### src/rtl/uart_fifo_ctrl.sv
// UART bus-slave controller: RX/TX byte FIFOs, four-register map, level interrupts
// and a self-launching TX handshake FSM toward the uart_tx engine.
module uart_fifo_ctrl #(
   parameter int FIFO_DEPTH = 16,
   parameter int RX_WM      = 1
) (
   input  logic        clk,
   input  logic        reset,
   input  logic        cs_,
   input  logic        as_,
   input  logic        rw,
   input  logic [1:0]  addr,
   input  logic [31:0] wr_data,
   output logic [31:0] rd_data,
   output logic        rdy_,
   output logic        irq_rx,
   output logic        irq_tx,
   input  logic        rx_busy,
   input  logic        rx_end,
   input  logic [7:0]  rx_data,
   input  logic        tx_busy,
   input  logic        tx_end,
   output logic        tx_start,
   output logic [7:0]  tx_data
);
   localparam int AW = $clog2(FIFO_DEPTH);
   localparam int LW = AW + 1;
   localparam logic [LW-1:0] FULL_LVL = LW'(FIFO_DEPTH);
   localparam logic [LW-1:0] WM_LVL   = LW'(RX_WM);

   typedef enum logic [1:0] {S_IDLE, S_START, S_WAIT} tx_state_e;

   logic [7:0]    rx_mem [FIFO_DEPTH];
   logic [7:0]    tx_mem [FIFO_DEPTH];
   logic [AW-1:0] rx_wp_q, rx_wp_d, rx_rp_q, rx_rp_d;
   logic [AW-1:0] tx_wp_q, tx_wp_d, tx_rp_q, tx_rp_d;
   logic [LW-1:0] rx_lvl_q, rx_lvl_d, tx_lvl_q, tx_lvl_d;
   logic          rx_ovf_q, rx_ovf_d, tx_ovf_q, tx_ovf_d;
   logic          rx_ie_q, rx_ie_d, tx_ie_q, tx_ie_d;
   logic          rdy_q, irq_rx_q, irq_tx_q, tx_start_q;
   logic [7:0]    tx_data_q;
   logic [31:0]   rd_data_q, rd_mux;
   tx_state_e     tx_state_q;

   logic access, rd_acc, wr_stat, rd_dat, wr_dat, wr_ctl;
   logic rx_push, rx_pop, rx_flush, tx_push, tx_pop, tx_flush, launch, tx_idle_d;
   logic unused_wr_bits;

   assign access  = !cs_ && !as_;
   assign rd_acc  = access && rw;
   assign wr_stat = access && !rw && addr == 2'd0;
   assign rd_dat  = rd_acc && addr == 2'd1;
   assign wr_dat  = access && !rw && addr == 2'd1;
   assign wr_ctl  = access && !rw && addr == 2'd2;
   assign unused_wr_bits = ^wr_data[31:8];

   assign rx_flush = wr_ctl && wr_data[2];
   assign tx_flush = wr_ctl && wr_data[3];
   assign rx_pop   = rd_dat && rx_lvl_q != '0;
   assign rx_push  = rx_end && (rx_lvl_q != FULL_LVL || rx_pop);
   // A pending flush suppresses launch so the flushed head byte is never transmitted.
   assign launch   = tx_state_q == S_IDLE && tx_lvl_q != '0 && !tx_busy && !tx_flush;
   assign tx_pop   = launch;
   assign tx_push  = wr_dat && (tx_lvl_q != FULL_LVL || tx_pop);
   assign tx_idle_d = (tx_state_q == S_IDLE && !launch) || (tx_state_q == S_WAIT && tx_end);

   always_comb begin
      // NOTE: every combinational output gets a default first so no path infers a latch.
      rx_wp_d  = rx_wp_q;
      rx_rp_d  = rx_rp_q;
      rx_lvl_d = rx_lvl_q;
      if (rx_flush) begin
         rx_wp_d  = '0;
         rx_rp_d  = '0;
         rx_lvl_d = '0;
      end else begin
         if (rx_push) rx_wp_d = rx_wp_q + AW'(1);
         if (rx_pop)  rx_rp_d = rx_rp_q + AW'(1);
         if (rx_push && !rx_pop)      rx_lvl_d = rx_lvl_q + LW'(1);
         else if (rx_pop && !rx_push) rx_lvl_d = rx_lvl_q - LW'(1);
      end
      rx_ovf_d = (rx_ovf_q && !(wr_stat && wr_data[4])) || (rx_end && !rx_push);
   end

   always_comb begin
      tx_wp_d  = tx_wp_q;
      tx_rp_d  = tx_rp_q;
      tx_lvl_d = tx_lvl_q;
      if (tx_flush) begin
         tx_wp_d  = '0;
         tx_rp_d  = '0;
         tx_lvl_d = '0;
      end else begin
         if (tx_push) tx_wp_d = tx_wp_q + AW'(1);
         if (tx_pop)  tx_rp_d = tx_rp_q + AW'(1);
         if (tx_push && !tx_pop)      tx_lvl_d = tx_lvl_q + LW'(1);
         else if (tx_pop && !tx_push) tx_lvl_d = tx_lvl_q - LW'(1);
      end
      tx_ovf_d = (tx_ovf_q && !(wr_stat && wr_data[5])) || (wr_dat && !tx_push);
      rx_ie_d  = wr_ctl ? wr_data[0] : rx_ie_q;
      tx_ie_d  = wr_ctl ? wr_data[1] : tx_ie_q;
   end

   always_comb begin
      case (addr)
         2'd0: rd_mux = {24'd0, irq_tx_q, irq_rx_q, tx_ovf_q, rx_ovf_q,
                         (tx_state_q != S_IDLE) || tx_busy, rx_busy,
                         tx_lvl_q == FULL_LVL, rx_lvl_q != '0};
         2'd1: rd_mux = {24'd0, rx_pop ? rx_mem[rx_rp_q] : 8'd0};
         2'd2: rd_mux = {30'd0, tx_ie_q, rx_ie_q};
         default: rd_mux = {{(16-LW){1'b0}}, tx_lvl_q, {(16-LW){1'b0}}, rx_lvl_q};
      endcase
   end

   // NOTE: FIFO storage has no reset; the pointers and levels alone define valid contents.
   always_ff @(posedge clk) begin
      if (rx_push) rx_mem[rx_wp_q] <= rx_data;
      if (tx_push) tx_mem[tx_wp_q] <= wr_data[7:0];
   end

   // NOTE: sequential state uses non-blocking assignments so every register samples pre-edge values.
   always_ff @(posedge clk or negedge reset) begin
      if (!reset) begin
         rx_wp_q <= '0;  rx_rp_q <= '0;  rx_lvl_q <= '0;
         tx_wp_q <= '0;  tx_rp_q <= '0;  tx_lvl_q <= '0;
         rx_ovf_q <= 1'b0;  tx_ovf_q <= 1'b0;
         rx_ie_q  <= 1'b0;  tx_ie_q  <= 1'b0;
         rdy_q     <= 1'b1;
         rd_data_q <= '0;
         irq_rx_q  <= 1'b0;
         irq_tx_q  <= 1'b0;
      end else begin
         rx_wp_q <= rx_wp_d;  rx_rp_q <= rx_rp_d;  rx_lvl_q <= rx_lvl_d;
         tx_wp_q <= tx_wp_d;  tx_rp_q <= tx_rp_d;  tx_lvl_q <= tx_lvl_d;
         rx_ovf_q <= rx_ovf_d;  tx_ovf_q <= tx_ovf_d;
         rx_ie_q  <= rx_ie_d;   tx_ie_q  <= tx_ie_d;
         rdy_q     <= !access;
         rd_data_q <= rd_acc ? rd_mux : 32'd0;
         irq_rx_q  <= rx_ie_d && (rx_lvl_d >= WM_LVL || rx_ovf_d);
         irq_tx_q  <= tx_ie_d && tx_lvl_d == '0 && tx_idle_d;
      end
   end

   always_ff @(posedge clk or negedge reset) begin
      if (!reset) begin
         tx_state_q <= S_IDLE;
         tx_start_q <= 1'b0;
         tx_data_q  <= 8'd0;
      end else begin
         case (tx_state_q)
            S_IDLE: if (launch) begin
               tx_state_q <= S_START;
               tx_start_q <= 1'b1;
               tx_data_q  <= tx_mem[tx_rp_q];
            end
            S_START: begin
               tx_state_q <= S_WAIT;
               tx_start_q <= 1'b0;
            end
            S_WAIT: if (tx_end) tx_state_q <= S_IDLE;
            default: begin
               tx_state_q <= S_IDLE;
               tx_start_q <= 1'b0;
            end
         endcase
      end
   end

   assign rd_data  = rd_data_q;
   assign rdy_     = rdy_q;
   assign irq_rx   = irq_rx_q;
   assign irq_tx   = irq_tx_q;
   assign tx_start = tx_start_q;
   assign tx_data  = tx_data_q;
endmodule

### config.mk
export PLATFORM = sky130hd
export DESIGN_NAME = uart_fifo_ctrl
export DESIGN_NICKNAME = d
export VERILOG_FILES = /design/src/rtl/uart_fifo_ctrl.sv
export SDC_FILE = /design/constraint.sdc
export NUM_CORES = 1
export LEC_CHECK = 0
export ABC_AREA = 1
export BUFFER_PORTS_ARGS = -buffer_cell sky130_fd_sc_hd__buf_2
export CORE_AREA = 2 2 193 195
export CTS_BUF_LIST = sky130_fd_sc_hd__clkbuf_16
export CTS_CLUSTER_DIAMETER = 80
export CTS_CLUSTER_SIZE = 10
export DETAILED_ROUTE_END_ITERATION = 10
export DIE_AREA = 0 0 195 197
export HOLD_SLACK_MARGIN = 0.08
export MAX_ROUTING_LAYER = met4
export SYNTH_ARGS = -nofsm -noshare
export SYNTH_HDL_FRONTEND = slang
export SYNTH_SLANG_ARGS = --single-unit
### constraint.sdc
create_clock -name clk -period 2.93 [get_ports clk]
set_input_delay 0.586 -clock clk [delete_from_list [all_inputs] [get_ports clk]]
set_output_delay 0.586 -clock clk [all_outputs]
set_load 0.01 [all_outputs]
* Yosys cells after proc, flatten, opt, wreduce, memory -nomap -nowiden
Memory sizes are Yosys's and may differ from the RTL's. A register that Yosys moved wholly into a read port is not among the register bits. Cells that the tools add are included.
Cells by class: reductions and logical operators 63, multiplexer cells 28, bitwise gates (word level) 1, $add $sub $neg 8, magnitude comparators 1, eq/ne operators 9
Operators by type and width (count):
- case mux 21 bit (3 select lines) | 1
- 2-to-1 mux 32 bit | 1
- 2-to-1 mux 4 bit | 8
- logical AND 1 bit | 30
- 2-to-1 mux 5 bit | 6
- adder 4 x 1 -> 4 bit (second input constant) | 4
- logical NOT 1 bit | 13
- adder 5 x 1 -> 5 bit (second input constant) | 2
- inequality test 5 bit (second input constant) | 2
- nonzero test 2 bit | 5
- nonzero test 5 bit | 2
- subtractor 5 x 1 -> 5 bit (second input constant) | 2
- 2-to-1 mux 8 bit | 1
- logical OR 1 bit | 7
- 2-to-1 mux 1 bit | 7
- case mux 2 bit (3 select lines) | 1
- AND reduction 2 bit | 3
- equality test 5 bit (second input constant) | 1
- >= comparator 5 x 1 -> 1 bit (second input constant) | 1
- logical NOT 5 bit | 1
- equality test 2 x 1 -> 1 bit (second input constant) | 2
- equality test 2 bit (second input constant) | 2
- logical NOT 2 bit | 2
- 2-to-1 mux 2 bit | 2
- other kinds (3) | 4
Storage, ports and cells: memory bits (writable) 256, memories kept 2, flip-flop bits (word level) 68, output and inout bits 44
Memory list:
- rx_mem | depth 16, bits a word 8, read ports 1, clocked after Yosys merged registers in 0, wr ports 1, line 33 | logic [7:0] rx_mem [FIFO_DEPTH];
- tx_mem | depth 16, bits a word 8, read ports 1, clocked after Yosys merged registers in 1, wr ports 1, line 34 | logic [7:0] tx_mem [FIFO_DEPTH];

* Depth between registers and ports, before layout
Gate-level depths: netlist of the first run.
word-level depth 17, gate-level depth with buffers 13, depth with buffers taken out 13

* Least setup slack after synthesis of the first run
OpenSTA, ideal clock, no wires.
path type register to register, start reg tx_lvl_q[0], end mem tx_mem[10][0], enable pin, required time 2.560 ns, setup time 0.370 ns, stages on the path, launching flop included 12, slack 0.835 ns, arrival 1.725 ns, period minus slack after synthesis 2.095 ns, path through dfrtp_1 > inv_1 > ha_1 > nand3_1 > nand2_2 > inv_2 > nand2_8 > nand2_4 > nand2_4 > inv_2 > nand2_1 > nor2_1
On the way: word-level cells in the longest chain between the ends 8
RTL lines:
- from (decl) | line 37 | logic [LW-1:0] rx_lvl_q, rx_lvl_d, tx_lvl_q, tx_lvl_d;
- from (signal assigned) | line 134 | tx_wp_q <= tx_wp_d; tx_rp_q <= tx_rp_d; tx_lvl_q <= tx_lvl_d;
- nonzero test 5 bit | line 62 | assign launch = tx_state_q == S_IDLE && tx_lvl_q != '0 && !tx_busy && !tx_flush;
- logical AND 1 bit (3 in series) | line 62
- logical OR 1 bit (*) | line 64 | assign tx_push = wr_dat && (tx_lvl_q != FULL_LVL || tx_pop);
- logical AND 1 bit (*) | line 64
- 2-to-1 mux 1 bit (*) | line 118 | if (tx_push) tx_mem[tx_wp_q] <= wr_data[7:0];
- 2-to-1 mux 1 bit (implied by the code) (*) | line 118
- to (decl) | line 34
Every way passes the cells marked *; elsewhere a longest branch is shown, timed or not.

* Worst setup path in the final report of the first run
start reg tx_lvl_q[0], end mem tx_mem[4][2], enable pin
Same word-level chain as after synthesis.

==> flow_summary.ini, run 1 <==
[worst_hold_path]
worst_hold_path_type = primary input to asynchronous set/reset pin

[worst_setup_path]
cp_num_buf_inv = 4
cp_cell_sequence = inv_1 > ha_1 > nand3_1 > nand2_2 > inv_2 > nand2_8 > nand2_4 > nand2_4 > inv_2 > nand2_1 > nor2_1 > buf_4
max_stage_delay_ns = 0.39
crit_path_max_fanout = 7
critPathRequiredTime_ns = 3.14
worstSetupPathType = flop to flop
start_kind = flop
slowest_stage = dfrtp_1
arrival_ns = 2.64
crit_family = simple AND/OR/NAND/NOR gates
setup.worst_path.end_class = flop

[sta]
relSlewSlack = 0.533
drv_slew = 0
fin_crit_sh = 0.829
min_period_ns = 2.43
setup_viol = 0
finClkSkew_ns = 0.0371
grt_setup_unrepaired = false
fin_setup_tns_ns = 0
max_freq_mhz = 412
hold_viol_final = 0
worst_pin_slew_ns = 0.701

[clock_tree]
clk_pin_slew_ns = 0.06
clk_latency_ns = 0.53
root_buffer = clkbuf_16
cts_setup_buffers = 0
cts.sinks = 313
clockBufferDepth = 3
cts_buffers = 37
cts_tree = done
cts-htree-levels = 2
cts_resized = 0
cts_hold_buf = 0

[route]
detail_route.vias_per_cell = 5.18
first_iter_violations = 746
wl_per_cell_microns = 18.7
drc_errors = 0
firstDrtPassIters = 5
final_antenna_net_count = 0
drt-total-wl_mm = 32.2
via_count = 8905

[floorplan]
die_x_microns = 195
dieArea_sq_um = 38400
start_util = 0.368
die_y_microns = 197
design.core.area_sq_um = 36300
io_pins = 95
num_rows = 70

[finish]
drive_gt1_frac = 0.143
area_growth_syn_to_layout_pct = 15.4
fin_cells = 1718
post-route-util = 0.424
layout.nets = 1290
fillers = 3332
multi_input_area_sq_um = 3660
final_area_sq_um = 15400
final-seq-area_sq_um = 9120

[logic_synthesis]
synth.yosys.seq_area_share = 0.684
synthTopCellsByCount = 256 x edfxtp_1, 210 x nor2_1, 144 x o21ai_0
synth_top_area_share = 0.577
syn_area_per_cell_sq_um = 11.7
synthArstFlopShare = 0.182
syn_area_sq_um = 13300
ys_warn_count = 0
synth_flop_cell = edfxtp_1
synthTopCellsByArea = edfxtp_1 58%, dfrtp_1 11%, nor2_1 5.9%
postSynthCellCount = 1137
synth-edff-count = 256
synth.distinct_cells = 39
synth.most_common_cell = edfxtp_1
synth_top_area_cell = edfxtp_1
ys_seq_elements = 313

[grt]
track_usage = 0.174
grt_max_degree = 69
antenna_found_initial = 3
grt_first_pass_wirelength_mm = 49.6
first_global_vias = 8597
grt-ovfl-total = 0

[power]
combPwrFrac = 0.285
peakVddDrop_v = 0.000371
swShare = 0.342
power_density_nw_per_um2 = 877
p_switching_mw = 4.62
clock_power_share = 0.304
leakagePower_nw = 5.78
p_seq_frac = 0.412
cellInternalPower_mw = 8.88
p_total_mw = 13.5

[run]
max_cap_violations = 0

[placed_design]
numPortBuffers = 51
dpl.hpwl_mm = 20.2
placed_area_sq_um = 14300
place.gp.congestion = 0.853
dp_cells = 1653

[outcome]
status = finished clean
-- cell families after synthesis --
| group | count (synthesis) | share of synthesized area |
|---|---|---|
| simple gates | 405 | 0.135 |
| buf+inv | 139 | 0.0464 |
| xor+xnor | 9 | 0.00591 |
| flops | 313 | 0.684 |
| other cells | 1 | 0.000281 |
| fa+ha+maj | 15 | 0.0141 |
| compound gates | 255 | 0.115 |
-- final cells by class --
cell class / count / share of cell area
Clock buffer: 38 / 0.0618
Antenna cell: 3 / 0.000488
Timing Repair Buffer: 103 / 0.0444
Sequential cell: 313 / 0.593
Inverter: 66 / 0.0161
Clock inverter: 24 / 0.00838
Tap cell: 468 / 0.0381
Multi-Input combinational cell: 703 / 0.238
-- state kept, by name, summed over array words and instances, names as in the netlist, 5 cells and up --
signal,flops
rx_lvl_q,5
tx_mem,128
rd_data,13
tx_data,8
tx_lvl_q,5
rx_mem,128
-- through the flow --
stage	setup WS (ns)	hold slack (ns)
6_report	0.501	0.0690
5_1_grt	0.308	0.115
4_1_cts	0.477	0.0888
3_5_place_dp	0.414	0.477
3_3_place_gp	0.434	0.485
2_1_floorplan	0.835	0.290
-- layout by cell type, fill, tap and decap left out, drive strengths merged, types with 3 or more instances in the layout --
cell type	n
dfrtp	56
clkbuf	38
a31oi	8
nand3	57
o22ai	13
clkinv	6
ha	15
diode	3
xor2	6
o221ai	35
nor2	218
conb	19
a21oi	18
buf	103
xnor2	3
nand2	110
inv	83
a211oi	3
o21ai	145
nand4	11
o211ai	29
edfxtp	256
nor3	8
-- per-layer routing --
metal	vias to the layer above	part of all wire	GRT usage
met4	0	0.021	0.0546
met3	48	0.070	0.0286
li1	4216	-	-
met5	-	0	-
met1	4368	0.45	0.237
met2	273	0.46	0.267
-- final timing paths --
check,slack (ns),startpoint,end,cells past startpoint
setup reg to reg,0.50,tx_lvl_q[0],tx_mem[4][2],12
min in group clk,0.32,as_,rdy_,3
hold reg to reg,0.49,tx_start,tx_start,2
max in group asynchronous,2.23,reset,rx_rp_q[0],2
setup / recovery,0.50,tx_lvl_q[0],tx_mem[4][2],12
hold / removal,0.07,reset,tx_lvl_q[0],1
-- power groups by stage --
| stage | sequential, mW | combinational [mW] | clock [mW] |
|---|---|---|---|
| 2_1_floorplan | 5.54 | 2.62 | 0 |
| 3_3_place_gp | 5.63 | 3.77 | 0 |
| 3_5_place_dp | 5.64 | 3.82 | 0 |
| 4_1_cts | 5.55 | 3.84 | 4.20 |
| 5_1_grt | 5.60 | 4.31 | 4.35 |
| 6_report | 5.56 | 3.84 | 4.10 |
Power figures use the tool's default switching activity.
==> inputs of run 2 (changes only) <==
==> constraint.sdc (replaced) <==
create_clock -name clk -period 2.55 [get_ports clk]
set_input_delay 0.51 -clock clk [delete_from_list [all_inputs] [get_ports clk]]
set_output_delay 0.51 -clock clk [all_outputs]
set_load 0.01 [all_outputs]
==> run 2 against run 1 <==
  * Setup slack lost 0.25 ns
  * Power grew 14%
  * Fmax grew 5.5%
  * Sequential cell count is the same
  * Critical path depth shrank 1
  * Critical endpoint is now irq_tx
==> flow_summary.ini, run 2 (same netlist as run 1, synthesis figures left out) <==
[outcome]
status = finished clean

[route]
drt-total-wl_mm = 32.3
via_count = 8804
firstDrtPassIters = 5
wl_per_cell_microns = 18.8
final_antenna_net_count = 0
first_iter_violations = 903
m1WireLength_mm = 14.7
met2_wirelength_mm = 15.3
dr_wl_met3_mm = 1.75
routed.top_layer = met4
drc_errors = 0
detail_route.vias_per_cell = 5.12

[finish]
drive_gt1_frac = 0.144
fin_cells = 1718
layout.nets = 1293
layout_common_cells = 256 x edfxtp_1, 210 x nor2_1, 144 x o21ai_0, 99 x nand2_1, 74 x inv_1
area_growth_syn_to_layout_pct = 15.3
final_common_cell = edfxtp_1

[floorplan]
die_y_microns = 197
start_util = 0.368
design.core.area_sq_um = 36300
io_pins = 95
die_x_microns = 195
num_rows = 70
dieArea_sq_um = 38400

[sta]
worst_pin_slew_ns = 0.882
drv_slew = 0
fin_crit_sh = 0.903
fin_hold_ws_ns = 0.261
hold_viol_final = 0
fin_setup_tns_ns = 0
max_freq_mhz = 434
setup_viol = 0
finClkSkew_ns = 0.0281
grt_setup_unrepaired = false
min_period_ns = 2.30
setup_slack_ns = 0.248
relSlewSlack = 0.410

[worst_setup_path]
start_kind = flop
max_stage_delay_ns = 0.70
worst_r2r_path_depth = 11
setup.worst_path.end_class = flop
crit_family = simple AND/OR/NAND/NOR gates
critPathRequiredTime_ns = 3.00
slowest_stage = nor2_1
arrival_ns = 2.75
r2r_end = irq_tx
worstSetupPathType = flop to flop
r2r-start = tx_lvl_q[0]
cp_cell_sequence = inv_1 > ha_1 > nand3_1 > nand2_2 > nor2_1 > nand3_1 > nand2_1 > nand2_1 > nand2_1 > nand3_1 > nor2_1
rrSetupSlack_ns = 0.25
cp_num_buf_inv = 1
crit_path_max_fanout = 12

[clock_tree]
clockBufferDepth = 3
cts_hold_buf = 1
root_buffer = clkbuf_16
clk_pin_slew_ns = 0.06
cts_buffers = 37
cts.sinks = 313
cts_resized = 0
cts_tree = done
clk_latency_ns = 0.52
cts_setup_buffers = 0
cts-htree-levels = 2

[placed_design]
dp_worst_setup_slack_ns = 0.244
dp_cells = 1655
place.gp.congestion = 0.861
numPortBuffers = 51
dpl.hpwl_mm = 20.0

[power]
peakVddDrop_v = 0.000523
leakagePower_nw = 5.77
power_density_nw_per_um2 = 999
p_total_mw = 15.4

[worst_hold_path]
min_from = as_
whs_path_depth = 3
min_to = rdy_
worst_hold_path_type = primary input to flop

[grt]
grt-ovfl-total = 0
antenna_found_initial = 3
first_global_vias = 8463
grt_first_pass_wirelength_mm = 49.5
grt_max_degree = 67
track_usage = 0.173

[run]
max_cap_violations = 0
run 2: metal layers:
| layer | global-route usage | vias up |
|---|---|---|
| met1 | 0.240 | 4303 |
| li1 | - | 4220 |
| met2 | 0.270 | 244 |
| met5 | - | - |
| met3 | 0.0221 | 37 |
| met4 | 0.0478 | 0 |
run 2: stage by stage:
stage,area [sq um],utilization
floorplan,13400,-
global placement,14300,0.395
detailed placement,14300,0.395
CTS,15400,0.424
global route,15400,0.424
finish,15400,0.424
run 2: area by class of cell:
class	count	area, sq um
fill	3387	20900
tap	468	586
clock inverter	23	101
timing repair buffer	106	721
antenna	2	5.00
sequential	313	9120
clock buffer	37	926
inverter	66	248
multi-input combinational	703	3660
run 2: where the power goes:
group	internal (mW)	switching, mW
sequential	6.03	0.368
clock	2.61	1.91
combinational	1.43	3.02
run 2: worst max path at each step:
stage                      startpoint       endpoint  depth (start not counted)
after global placement             rw         irq_tx                         11
after floorplan           tx_lvl_q[0]  tx_mem[10][0]                         11
after CTS                 tx_lvl_q[0]         irq_tx                         11
final                     tx_lvl_q[0]         irq_tx                         11
after detailed placement           rw         irq_tx                         11
after global routing      tx_lvl_q[0]         irq_tx                         11
run 2: worst reg2reg max path, cell delays in order, from the launching register on:
cell,delay [ns]
dfrtp_1,0.39
inv_1,0.12
ha_1,0.24
nand3_1,0.10
nand2_2,0.10
nor2_1,0.70
nand3_1,0.14
nand2_1,0.09
nand2_1,0.05
nand2_1,0.09
nand3_1,0.09
nor2_1,0.11
==> inputs of run 3 (changes only) <==
--- a/config.mk
+++ b/config.mk
@@ -15,6 +15,7 @@
 export DIE_AREA = 0 0 195 197
 export HOLD_SLACK_MARGIN = 0.08
 export MAX_ROUTING_LAYER = met4
+export SETUP_SLACK_MARGIN = 0.05
 export SYNTH_ARGS = -nofsm -noshare
 export SYNTH_HDL_FRONTEND = slang
 export SYNTH_SLANG_ARGS = --single-unit
==> constraint.sdc (replaced) <==
create_clock -name clk -period 2.55 [get_ports clk]
set_input_delay 0 -clock clk [delete_from_list [all_inputs] [get_ports clk]]
set_output_delay 0 -clock clk [all_outputs]
set_load 0.01 [all_outputs]
==> run 3 against run 2 <==
  * Clock skew decreased by 0.0072 ns
  * Global-route usage is 0.36 points higher
  * Sequential power about the same
  * Via count up 2.0%
  * Non-clock buffer count increased by 28
  * Cell area grew 2.2%
  * Power increased by 1.6%
  * Setup slack better by 0.0036 ns
  * First-iteration DRC count increased by 2.3%
  * Largest power group unchanged
  * Highest routed layer unchanged
==> flow_summary.ini, run 3 (same netlist as run 1, synthesis figures left out) <==
[finish]
final-seq-area_sq_um = 9120
fillers = 3297
area_growth_syn_to_layout_pct = 17.8
layout.nets = 1321
drive_gt1_frac = 0.140
final_common_cell = edfxtp_1
multi_input_area_sq_um = 3670
layout_common_cells = 256 x edfxtp_1, 209 x nor2_1, 144 x o21ai_0, 99 x nand2_1, 79 x inv_1

[power]
power_density_nw_per_um2 = 993
swShare = 0.345
peakVddDrop_v = 0.000472
p_total_mw = 15.6
clock_power_share = 0.303
leakagePower_nw = 5.93
p_switching_mw = 5.38
cellInternalPower_mw = 10.2
p_seq_frac = 0.408
combPwrFrac = 0.289

[worst_setup_path]
cp_cell_sequence = inv_1 > ha_1 > nand2_1 > nor2_1 > nand2_1 > nand2_1 > inv_2 > nand2_1 > nor2_2 > buf_4
critPathRequiredTime_ns = 2.78
start_kind = flop
max_stage_delay_ns = 0.43
crit_path_max_fanout = 6
rrSetupSlack_ns = 0.25
arrival_ns = 2.53
path_common_cell = nand2_1
worstSetupPathType = flop to flop
slowest_stage = dfrtp_1
setup.worst_path.end_class = flop

[sta]
finClkSkew_ns = 0.0210
relSlewSlack = 0.458
drv_slew = 0
worst_pin_slew_ns = 0.810
fin_setup_tns_ns = 0
fin_crit_sh = 0.901
hold_viol_final = 0
setup_viol = 0
max_freq_mhz = 435
min_period_ns = 2.30
grt_setup_unrepaired = false

[clock_tree]
clk_pin_slew_ns = 0.05
cts_tree = done
root_buffer = clkbuf_16
cts_setup_buffers = 0
cts-htree-levels = 2
cts.sinks = 313
clk_latency_ns = 0.53
cts_buffers = 37
clockBufferDepth = 3

[grt]
grt_max_degree = 69
antenna_found_initial = 2
grt-ovfl-total = 0
grt_first_pass_wirelength_mm = 50.5
track_usage = 0.177
first_global_vias = 8616

[route]
via_count = 8980
final_antenna_net_count = 0
firstDrtPassIters = 5
drc_errors = 0
drt-total-wl_mm = 32.8
first_iter_violations = 924
detail_route.vias_per_cell = 5.12
wl_per_cell_microns = 18.7

[floorplan]
dieArea_sq_um = 38400
die_y_microns = 197
io_pins = 95
num_rows = 70
start_util = 0.368
die_x_microns = 195
design.core.area_sq_um = 36300

[outcome]
status = finished clean

[run]
max_cap_violations = 0

[placed_design]
numPortBuffers = 51
dpl.hpwl_mm = 20.6
place.gp.congestion = 0.903

[worst_hold_path]
worst_hold_path_type = primary input to flop
[run 3: area by class of cell]
type	count	area share
timing repair buffer	134	0.0633
clock inverter	28	0.00725
clock buffer	39	0.0621
sequential	313	0.580
inverter	66	0.0158
tap	468	0.0373
antenna	2	0.000319
multi-input combinational	703	0.233
[run 3: final timing paths]
check | from | end | cells past startpoint
setup / recovery | rx_lvl_q[0] | rx_mem[13][6] | 10
hold / removal | cs_ | rdy_ | 4
setup reg to reg | rx_lvl_q[0] | rx_mem[13][6] | 10
hold reg to reg | tx_start | tx_start | 2
max in group asynchronous | reset | tx_rp_q[0] | 4
min in group asynchronous | reset | rdy_ | 3
[run 3: per-layer routing]
layer  GRT usage  vias up  wire length (microns)
met4      0.0551        0                    698
met2       0.278      239                  15400
met5           -        -                      0
met3      0.0277       44                   1750
met1       0.237     4422                  15000
li1            -     4275                      -
[run 3: per-stage QoR]
| stage | std cells | utilization | hold WS, ns | area [sq um] | setup WS [ns] |
|---|---|---|---|---|---|
| floorplan | 1155 | - | -0.296 | 13400 | 0.455 |
| global placement | 1653 | 0.394 | -0.0236 | 14300 | 0.306 |
| detailed placement | 1653 | 0.394 | -0.0131 | 14300 | 0.208 |
| CTS | 1751 | 0.433 | 0.0986 | 15700 | 0.102 |
| global route | 1753 | 0.433 | 0.290 | 15700 | 0.0697 |
| finish | 1753 | 0.433 | 0.287 | 15700 | 0.252 |
[run 3: power by group through the flow]
| stage | combinational (mW) | sequential (mW) | clock (mW) |
|---|---|---|---|
| detailed placement | 4.44 | 6.47 | 0 |
| finish | 4.50 | 6.37 | 4.73 |
| global placement | 4.38 | 6.45 | 0 |
| CTS | 4.52 | 6.37 | 4.82 |
| floorplan | 3.01 | 6.37 | 0 |
| global route | 5.02 | 6.43 | 5.02 |
[run 3: repair_timing]
action | 4_1_cts | 5_1_grt
gates resized for setup | 0 | 1
setup endpoints to repair | 0 | 102
hold buffers | 31 | 1
endpoints found under the hold margin | 355 | 11
[run 3: critical path, delay by kind of cell (launching register included)]
kind	cells	cell delay (ns)
adder cells (fa/ha/maj)	1	0.28
buffers and inverters	3	0.49
flip-flops	1	0.43
AND/OR/NAND/NOR	6	0.80
